**src/rtl/ipd_pkg.sv**
```systemverilog
// ipd_pkg -- shared definitions for the IPD controller datapath.
//
// Contents:
//   IPD_STAGES  : pipeline depth, which is also the sample-to-result latency.
//   ipd_acc_t   : wide signed type. Every add, subtract and product is
//                 evaluated exactly at this width and then saturated.
//   ipd_sat_max / ipd_sat_min : saturation limits of a w-bit signed word.
//   ipd_sat     : clips a wide value into the w-bit signed range.
//   ipd_clamp   : symmetric clamp to [-lim, lim], used for integrator anti-windup.
//
// Limitation: WIDTH must satisfy 2*WIDTH <= IPD_ACC_W.
package ipd_pkg;

    localparam int IPD_STAGES = 4;
    localparam int IPD_ACC_W  = 128;

    typedef logic signed [IPD_ACC_W-1:0] ipd_acc_t;

    function automatic ipd_acc_t ipd_sat_max(input int w);
        return (ipd_acc_t'(1) <<< (w - 1)) - ipd_acc_t'(1);
    endfunction

    function automatic ipd_acc_t ipd_sat_min(input int w);
        return -(ipd_acc_t'(1) <<< (w - 1));
    endfunction

    function automatic ipd_acc_t ipd_sat(input ipd_acc_t x, input int w);
        if (x > ipd_sat_max(w)) begin
            return ipd_sat_max(w);
        end else if (x < ipd_sat_min(w)) begin
            return ipd_sat_min(w);
        end
        return x;
    endfunction

    function automatic ipd_acc_t ipd_clamp(input ipd_acc_t x, input ipd_acc_t lim);
        if (x > lim) begin
            return lim;
        end else if (x < -lim) begin
            return -lim;
        end
        return x;
    endfunction

endpackage

```
**src/rtl/ipd_fxp_mul.sv**
```systemverilog
// ipd_fxp_mul -- combinational fixed-point multiply with saturation.
//
// The product is formed exactly at 2*WIDTH bits. It is then arithmetic-shifted
// right by PRECISION, which drops the extra fractional bits and rounds toward
// minus infinity. Finally it is saturated to the WIDTH-bit signed range.
//
// Parameters:
//   WIDTH     : signed operand and result width
//   PRECISION : number of fractional bits in the shared fixed-point format
//
// Ports:
//   a, b : signed operands (WIDTH bits)
//   p    : saturated product (WIDTH bits)
module ipd_fxp_mul
    import ipd_pkg::*;
#(
    parameter int WIDTH     = 19,
    parameter int PRECISION = 0
) (
    input  logic signed [WIDTH-1:0] a,
    input  logic signed [WIDTH-1:0] b,
    output logic signed [WIDTH-1:0] p
);

    logic signed [2*WIDTH-1:0] prod;
    logic signed [2*WIDTH-1:0] prod_sh;

    assign prod    = (2*WIDTH)'(a) * (2*WIDTH)'(b);
    assign prod_sh = prod >>> PRECISION;
    assign p       = WIDTH'(ipd_sat(ipd_acc_t'(prod_sh), WIDTH));

endmodule

```
**src/rtl/ipd_controller.sv**
```systemverilog
// ipd_controller -- pipelined I-PD controller.
//
// For each accepted sample the controller computes:
//   e  = r - y
//   dy = y - y_prev
//   p  = kp*y
//   d  = kd*dy
//   I += ki*e
//   u  = I - p - d
//
// The work is spread over four stages:
//   S1 : e, dy
//   S2 : the three products
//   S3 : integrator update and pd = -p - d
//   S4 : u = I + pd
// Every add and subtract is evaluated exactly and then saturated to WIDTH bits.
//
// Optional feature:
//   IPD_ANTIWINDUP_EN : when defined, the integrator is also clamped to
//                       [-INT_LIMIT, INT_LIMIT].
//
// Parameters:
//   WIDTH     : data width
//   PRECISION : fractional bits
//   INT_LIMIT : integrator clamp magnitude
//
// Ports:
//   clock, reset     : sole clock; synchronous active-high reset
//   enable           : pipeline advance; when low, every register holds
//   clear_int        : zeroes the integrator (only when enable is high)
//   in_valid         : sample strobe; a sample is taken only when enable is also high
//   referencia, y_k  : reference and plant output
//   kp, ki, kd       : gains; unregistered, sampled while a sample is in S2
//   out_valid        : one pulse per result
//   salida_IPD       : control effort u
//   prop, integral, derivativa : p, I and d belonging to the same result
module ipd_controller
    import ipd_pkg::*;
#(
    parameter int WIDTH     = 19,
    parameter int PRECISION = 0,
    parameter int INT_LIMIT = 2**(WIDTH-1)-1
) (
    input  logic                    clock,
    input  logic                    reset,
    input  logic                    enable,
    input  logic                    clear_int,
    input  logic                    in_valid,
    input  logic signed [WIDTH-1:0] referencia,
    input  logic signed [WIDTH-1:0] y_k,
    input  logic signed [WIDTH-1:0] kp,
    input  logic signed [WIDTH-1:0] ki,
    input  logic signed [WIDTH-1:0] kd,
    output logic                    out_valid,
    output logic signed [WIDTH-1:0] salida_IPD,
    output logic signed [WIDTH-1:0] prop,
    output logic signed [WIDTH-1:0] integral,
    output logic signed [WIDTH-1:0] derivativa
);

`ifdef IPD_ANTIWINDUP_EN
    localparam bit AW_EN = 1'b1;
`else
    localparam bit AW_EN = 1'b0;
`endif

    function automatic ipd_acc_t ext(input logic signed [WIDTH-1:0] v);
        return ipd_acc_t'(v);
    endfunction

    function automatic logic signed [WIDTH-1:0] sat_w(input ipd_acc_t x);
        return WIDTH'(ipd_sat(x, WIDTH));
    endfunction

    // Bit k of vld is the valid flag of the sample held in stage k.
    logic [IPD_STAGES:1] vld;

    logic signed [WIDTH-1:0] y_prev;
    logic signed [WIDTH-1:0] y_p1, e_p1, dy_p1;
    logic signed [WIDTH-1:0] p_mul, inc_mul, d_mul;
    logic signed [WIDTH-1:0] p_p2, inc_p2, d_p2;
    logic signed [WIDTH-1:0] p_p3, d_p3, pd_p3, int_p3;
    logic signed [WIDTH-1:0] u_p4, p_p4, d_p4, i_p4;
    logic signed [WIDTH-1:0] int_sum, int_next;

    // The valid bits advance on every enabled cycle, including bubbles.
    // A stage's data registers load only when a valid sample arrives, so
    // bubbles leave the stored data untouched.
    always_ff @(posedge clock) begin
        if (reset) begin
            vld <= '0;
        end else if (enable) begin
            vld <= {vld[IPD_STAGES-1:1], in_valid};
        end
    end

    // ---- S1: error and plant-output difference ----
    // y_prev moves only on accepted samples.
    always_ff @(posedge clock) begin
        if (reset) begin
            y_prev <= '0;
            y_p1   <= '0;
            e_p1   <= '0;
            dy_p1  <= '0;
        end else if (enable && in_valid) begin
            y_prev <= y_k;
            y_p1   <= y_k;
            e_p1   <= sat_w(ext(referencia) - ext(y_k));
            dy_p1  <= sat_w(ext(y_k) - ext(y_prev));
        end
    end

    // ---- S2: gain products (live gains) ----
    ipd_fxp_mul #(.WIDTH(WIDTH), .PRECISION(PRECISION)) u_mul_p (
        .a (kp),
        .b (y_p1),
        .p (p_mul)
    );

    ipd_fxp_mul #(.WIDTH(WIDTH), .PRECISION(PRECISION)) u_mul_i (
        .a (ki),
        .b (e_p1),
        .p (inc_mul)
    );

    ipd_fxp_mul #(.WIDTH(WIDTH), .PRECISION(PRECISION)) u_mul_d (
        .a (kd),
        .b (dy_p1),
        .p (d_mul)
    );

    always_ff @(posedge clock) begin
        if (reset) begin
            p_p2   <= '0;
            inc_p2 <= '0;
            d_p2   <= '0;
        end else if (enable && vld[1]) begin
            p_p2   <= p_mul;
            inc_p2 <= inc_mul;
            d_p2   <= d_mul;
        end
    end

    // ---- S3: integrator and combined proportional/derivative term ----
    // With anti-windup disabled, AW_EN is a constant 0 and the clamp branch
    // folds away, so the integrator saturates only at the WIDTH range.
    assign int_sum  = sat_w(ext(int_p3) + ext(inc_p2));
    assign int_next = AW_EN ? WIDTH'(ipd_clamp(ext(int_sum), ipd_acc_t'(INT_LIMIT)))
                            : int_sum;

    always_ff @(posedge clock) begin
        if (reset) begin
            p_p3  <= '0;
            d_p3  <= '0;
            pd_p3 <= '0;
        end else if (enable && vld[2]) begin
            p_p3  <= p_p2;
            d_p3  <= d_p2;
            pd_p3 <= sat_w(-ext(p_p2) - ext(d_p2));
        end
    end

    // A clear wins over an update arriving on the same edge. The sample
    // entering S3 on that edge therefore sees an integral of 0.
    always_ff @(posedge clock) begin
        if (reset) begin
            int_p3 <= '0;
        end else if (enable) begin
            if (clear_int) begin
                int_p3 <= '0;
            end else if (vld[2]) begin
                int_p3 <= int_next;
            end
        end
    end

    // ---- S4: control effort plus the matching term monitors ----
    // int_p3 here already includes this sample's own update.
    always_ff @(posedge clock) begin
        if (reset) begin
            u_p4 <= '0;
            p_p4 <= '0;
            d_p4 <= '0;
            i_p4 <= '0;
        end else if (enable && vld[3]) begin
            u_p4 <= sat_w(ext(int_p3) + ext(pd_p3));
            p_p4 <= p_p3;
            d_p4 <= d_p3;
            i_p4 <= int_p3;
        end
    end

    assign out_valid  = vld[IPD_STAGES] & enable;
    assign salida_IPD = u_p4;
    assign prop       = p_p4;
    assign integral   = i_p4;
    assign derivativa = d_p4;

endmodule

```
**config.mk**
```make
export PLATFORM = sky130hd
export DESIGN_NAME = ipd_controller
export DESIGN_NICKNAME = d
export VERILOG_FILES = /design/src/rtl/ipd_pkg.sv /design/src/rtl/ipd_fxp_mul.sv /design/src/rtl/ipd_controller.sv
export SDC_FILE = /design/constraint.sdc
export NUM_CORES = 2
export LEC_CHECK = 0
export CAP_MARGIN = 20
export CORE_MARGIN = 5
export CORE_UTILIZATION = 60
export CTS_BUF_LIST = sky130_fd_sc_hd__clkbuf_2 sky130_fd_sc_hd__clkbuf_4 sky130_fd_sc_hd__clkbuf_8
export DETAILED_ROUTE_END_ITERATION = 7
export PLACE_DENSITY = 0.81
export SETUP_SLACK_MARGIN = 0.3
export SLEW_MARGIN = 20
export SYNTH_ARGS = -nofsm -noshare
export SYNTH_HDL_FRONTEND = slang
export SYNTH_HIERARCHICAL = 1
export SYNTH_SLANG_ARGS = --single-unit
```
**constraint.sdc**
```tcl
create_clock -name clock -period 8.7 [get_ports clock]
set_clock_uncertainty 0.15 [all_clocks]
set_input_delay 0.87 -clock clock [delete_from_list [all_inputs] [get_ports clock]]
set_output_delay 0.87 -clock clock [all_outputs]
set_load 0.03 [all_outputs]
```
== Word level (Yosys, flattened, before mapping) ==
Cells that the tools add are included.
Cells by class
  add/sub/neg operators: 6
  multipliers: 3
  divide/modulo/power cells: 0
  magnitude comparators: 16
  equality and inequality tests: 0
  shifts and indexed selects: 0
  multiplexer cells: 50
  bitwise logic cells: 1
  reduce and logical (&&, ||, !) cells: 6
Operator list (count)
  2-to-1 mux 19 bit: 26
  greater-than comparator 128 x 19 -> 1 bit (second input constant): 1
  less-than comparator 128 x 19 -> 1 bit (second input constant): 1
  negation 19 -> 128 bit: 1
  subtractor 128 x 19 -> 128 bit: 1
  greater-than comparator 38 x 19 -> 1 bit (second input constant): 3
  less-than comparator 38 x 19 -> 1 bit (second input constant): 3
  multiplier 19 x 19 -> 38 bit: 3
  greater-than comparator 20 x 19 -> 1 bit (second input constant): 4
  less-than comparator 20 x 19 -> 1 bit (second input constant): 4
  adder 19 x 19 -> 20 bit: 2
  subtractor 19 x 19 -> 20 bit: 2
  2-to-1 mux 1 bit: 24
  logical AND 1 bit: 4
  AND reduction 2 bit: 1
  nonzero test 2 bit: 1
  AND 1 bit: 1
Word-level totals
  bits in registers: 270
  latch bits: 0
  memory bits (writable): 0
  ROM bits: 0
  input bits: 100
  output and inout bits: 77
  word-level logic and storage cells: 97
  memories kept: 0

== Longest topological paths before layout ==
  depth after elaboration: 8
  depth in mapped cells: 31
  mapped depth without buffers: 28

== Modules after synthesis ==
The synthesis kept the hierarchy.
Modules (own cells, without submodules)
  ipd_controller: instances 1, cells each 1981, area each 15645.0 µm², seq. area each 5405.2 µm²
  ipd_fxp_mul at u_mul_i: instances 1, cells each 1604, area each 14545.2 µm², seq. area each 0.0 µm²
  ipd_fxp_mul at u_mul_d: instances 1, cells each 1593, area each 14328.7 µm², seq. area each 0.0 µm²
  ipd_fxp_mul at u_mul_p: instances 1, cells each 1573, area each 14223.6 µm², seq. area each 0.0 µm²

== Worst setup path before layout ==
OpenSTA, ideal clock, no wires.
  kind: input -> register
  from: in kp[18]
  to: reg p_p2[14]
  setup time: 132 ps
  data arrival time: 8983 ps
  data required time: 8418 ps
  setup slack: -565 ps
  stages on the path: 27
  cells stage by stage: clkbuf_1 -> clkbuf_1 -> nand2_1 -> inv_1 -> fa_1 -> fa_1 -> inv_1 -> fa_1 -> inv_1 -> fa_1 -> fa_1 -> fa_1 -> ha_1 -> ha_1 -> a21oi_1 -> a21oi_1 -> a21bo_2 -> nand3_1 -> or2_2 -> xnor2_1 -> or3b_2 -> or4_1 -> o41ai_4 -> buf_6 -> o311ai_1 -> nand2_1 -> a21oi_1
On the way
  longest elaborated chain between the ends: 5
Ends and longest elaborated chain
  start, declared: RTL line ipd_controller.sv:51  | input logic signed [WIDTH-1:0] kp,
  multiplier 19 x 19 -> 38 bit (*): RTL line ipd_fxp_mul.sv:28  | assign prod = (2*WIDTH)'(a) * (2*WIDTH)'(b);
  less-than comparator 38 x 19 -> 1 bit: RTL line ipd_pkg.sv:30  | end else if (x < ipd_sat_min(w)) begin
  2-to-1 mux 1 bit: RTL line ipd_pkg.sv:30
  2-to-1 mux 1 bit: RTL line ipd_pkg.sv:28  | if (x > ipd_sat_max(w)) begin
  2-to-1 mux 19 bit (*): RTL line ipd_pkg.sv:33  | return x;
  named net p_mul[14]: RTL line ipd_controller.sv:80  | logic signed [WIDTH-1:0] p_mul, inc_mul, d_mul;
  end signal, assigned: RTL line ipd_controller.sv:138  | p_p2 <= p_mul;
  end, declared: RTL line ipd_controller.sv:81  | logic signed [WIDTH-1:0] p_p2, inc_p2, d_p2;
Mark *: on every way through the listed nets, which the timed path passes. The rest lies on a longest branch.
A chain may end at the register's enable or synchronous reset.

== Worst setup path after layout ==
  from: in kp[10]
  to: reg p_p2[2]
Same word-level chain as after synthesis.

==> metrics.md <==
| Metric | Value |
|---|---|
| MaxCap Viol Count | `0` |
| Worst EP arrival | `8.65 ns` |
| Fillers | `7378` |
| Core ar. | `97000 µm²` |
| Crit path launch type | `primary input` |
| Worst-Margin Slew | `1.11 ns` |
| Reg2reg start | `y_p1[3]` |
| Final hold viol count | `0` |
| GPL Wtd Cong | `0.959` |
| CP max-delay cell | `fa_2` |
| P&R area growth vs syn | `13.4%` |
| Most common cell after layout, fill and taps aside | `inv_1` |
| Die area | `104000 µm²` |
| Cell Area, Placed | `65000 µm²` |
| Hold-fix buffers, CTS | `0` |
| Clock latency on the worst-skew pair | `0.65 ns` |
| Startpoint of the worst hold path | `d_p3[6]` |
| Mean routed wirelength per cell | `18.9 µm` |
| Final Cycle Share | `94.8%` |
| Register Area | `5420 µm²` |
| Final setup viols | `0` |
| Antenna violations before repair | `4` |
| Initial core utilization | `60.6%` |
| Post-synth cell types | `111` |
| Critical Path Max Stage Delay | `0.62 ns` |
| CTS tree | `built` |
| CTS Sinks | `270` |
| Grt total ovfl | `0` |
| Hold WC Path Type | `register to register` |
| CTS max path bufs | `3` |
| CTS Buf Count | `44` |
| Final std cells w/o fill | `8473` |
| Met1 Resource Use GR | `40.3%` |
| Crit path from | `kp[10]` |
| Syn_nets | `8461` |
| Iter 0 DRT Violations | `3626` |
| Mapped Cells | `6751` |
| WS Path Type | `primary input to register` |
| Gr busiest metal | `met2` |
| Design Area, Final | `66600 µm²` |
| Register area share after synthesis | `9.20%` |
| Post-DP HPWL | `133 mm` |
| Vias | `48700` |
| Detailed Route WL | `160 mm` |
| Layout cells sized above 1 | `10.8%` |
| First-pass GRT wire length | `265 mm` |
| H-tree depth | `2` |
| CP dominant cell by count | `fa_1` |
| Router iterations before antenna repair | `6` |
| Crit end category | `register` |
| DRC Markers | `0` |
| Outcome | `completed` |
| Height of the die | `323 µm` |
| Crit path max fanout | `10` |
| FMAX | `121 MHz` |
| #FFs+latches synth | `270` |
| Max-slew violations | `0` |
| EDFF count, synth | `0` |
| Placed Cells | `8382` |
| Most used DFF post-synth | `dfxtp_1` |
| Number of I/O pins | `177` |
| Vias in the first global route | `52500` |
| Multi-input gate area | `48000 µm²` |
| Unrepaired setup endpoints after global routing | `false` |
| IO buf count | `176` |
| Placement row count | `114` |
| GR Util All Layers | `31.3%` |
| CP required | `9.10 ns` |
| Slew margin rel. | `26.2%` |
| Synth Cell Area | `58700 µm²` |
| Met3 Use GR | `5.57%` |
| Largest net degree at the start of global routing | `86` |
| Nets | `8869` |
| Tmin final | `8.25 ns` |
| Die width | `323 µm` |
| Mapped Avg Cell Area | `8.70 µm²` |
| Clk root buf | `clkbuf_8` |
| Yosys warns | `6` |
| Ys async rst share | `0%` |
| Setup TNS | `0 ns` |
| Vias per cell | `5.75` |
| Worst-path clk slew | `0.06 ns` |
| Met2 Use GR | `53.1%` |
| Detail Route Antenna Nets | `0` |
| Commonest cells after routing, fill and taps aside | `inv_1 (1219), fa_1 (1093), nand2_1 (985), and2_1 (577), ha_1 (482)` |
| Min Hold Slack | `0.302 ns` |
## worst paths after layout
| check | end | slack [ns] | depth (start not counted) |
|---|---|---|---|
| worst min-delay path | derivativa[6] | 0.30 | 2 |
| worst min register to register | derivativa[6] | 0.30 | 2 |
| worst max-delay path | p_p2[2] | 0.45 | 26 |
| worst max register to register | p_p2[2] | 0.58 | 26 |
## Yosys cell counts, types with 14 or more instances
library cell	n	share of area [%]
xor2_1	58	0.86
a31oi_1	33	0.35
a211oi_1	51	0.65
and2_1	580	6.2
clkbuf_1	252	1.6
and3_1	19	0.20
buf_1	14	0.089
o21a_1	33	0.42
o21ai_0	125	1.1
nand4_1	45	0.48
nor2b_1	25	0.27
a21oi_1	373	3.2
a221o_1	48	0.82
nor4_1	30	0.32
buf_2	32	0.27
o211ai_1	26	0.33
dfxtp_1	270	9.2
o21ai_1	15	0.13
a21o_1	71	0.91
o21bai_1	23	0.29
fa_1	1112	38
nand2_1	990	6.3
nand2b_1	63	0.67
nand3_1	69	0.59
ha_1	498	11
xnor2_1	122	1.8
nor3_1	50	0.43
nor2_1	202	1.3
inv_1	1223	7.8
## per-stage QoR
step	util, %	worst slack, ns
floorplan	-	0.304
global placement	67.0	-0.308
detailed placement	67.0	-0.363
CTS	68.0	0.291
global route	68.7	0.246
finish	68.7	0.451
## flip-flops by register name, indices dropped and copies added (netlist names), 19 cells and up
| signal | flops |
|---|---|
| e_p1 | 19 |
| prop | 19 |
| p_p2 | 19 |
| salida_IPD | 19 |
| d_p3 | 19 |
| inc_p2 | 19 |
| derivativa | 19 |
| int_p3 | 19 |
| pd_p3 | 19 |
| dy_p1 | 19 |
| d_p2 | 19 |
| y_p1 | 19 |
| p_p3 | 19 |
| integral | 19 |
## worst max-delay path, delay by kind of cell
| kind | cells | cell delay [ns] |
|---|---|---|
| buf+inv | 6 | 1.03 |
| simple gates | 8 | 2.35 |
| fa+ha+maj | 8 | 3.63 |
| compound gates | 3 | 0.64 |
| xor+xnor | 1 | 0.12 |
## metal layers
| layer | part of all wire, % | routed length (µm) | vias up |
|---|---|---|---|
| met5 | 0 | 0 | - |
| met4 | 4.3 | 6810 | 0 |
| met3 | 7.7 | 12300 | 417 |
| met2 | 49 | 78400 | 1896 |
| met1 | 39 | 62800 | 24300 |
| li1 | - | - | 22100 |
## cell families after synthesis
| group | after synthesis | synth area share (%) |
|---|---|---|
| AND/OR/NAND/NOR | 2160 | 18.0 |
| XOR/XNOR | 180 | 2.68 |
| flip-flops | 270 | 9.20 |
| buffers and inverters | 1532 | 9.97 |
| adder cells (fa/ha/maj) | 1610 | 48.5 |
| multiplexers | 8 | 0.138 |
| AO/OA/AOI/OAI | 991 | 11.5 |
## area by class of cell
cell class	count	share of cell area (%)
Multi-Input combinational cell	4949	72.1
Timing Repair Buffer	670	8.93
Sequential cell	270	8.14
Inverter	1224	6.90
Tap cell	1276	2.40
Clock buffer	68	1.27
Clock inverter	12	0.201
Antenna cell	4	0.0150
## timing repair
item | 4_1_cts | 5_1_grt
setup endpoints to repair | 21 | 54
endpoints found under the hold margin | 0 | 0
pin swaps | 0 | 45
gates cloned | 0 | 4
buffers inserted | 0 | 3
resized for setup | 4 | 120
Power is left out: the tool's default activity adds up to more than one toggle a clock period on the data nets, which glitch-free logic cannot reach.
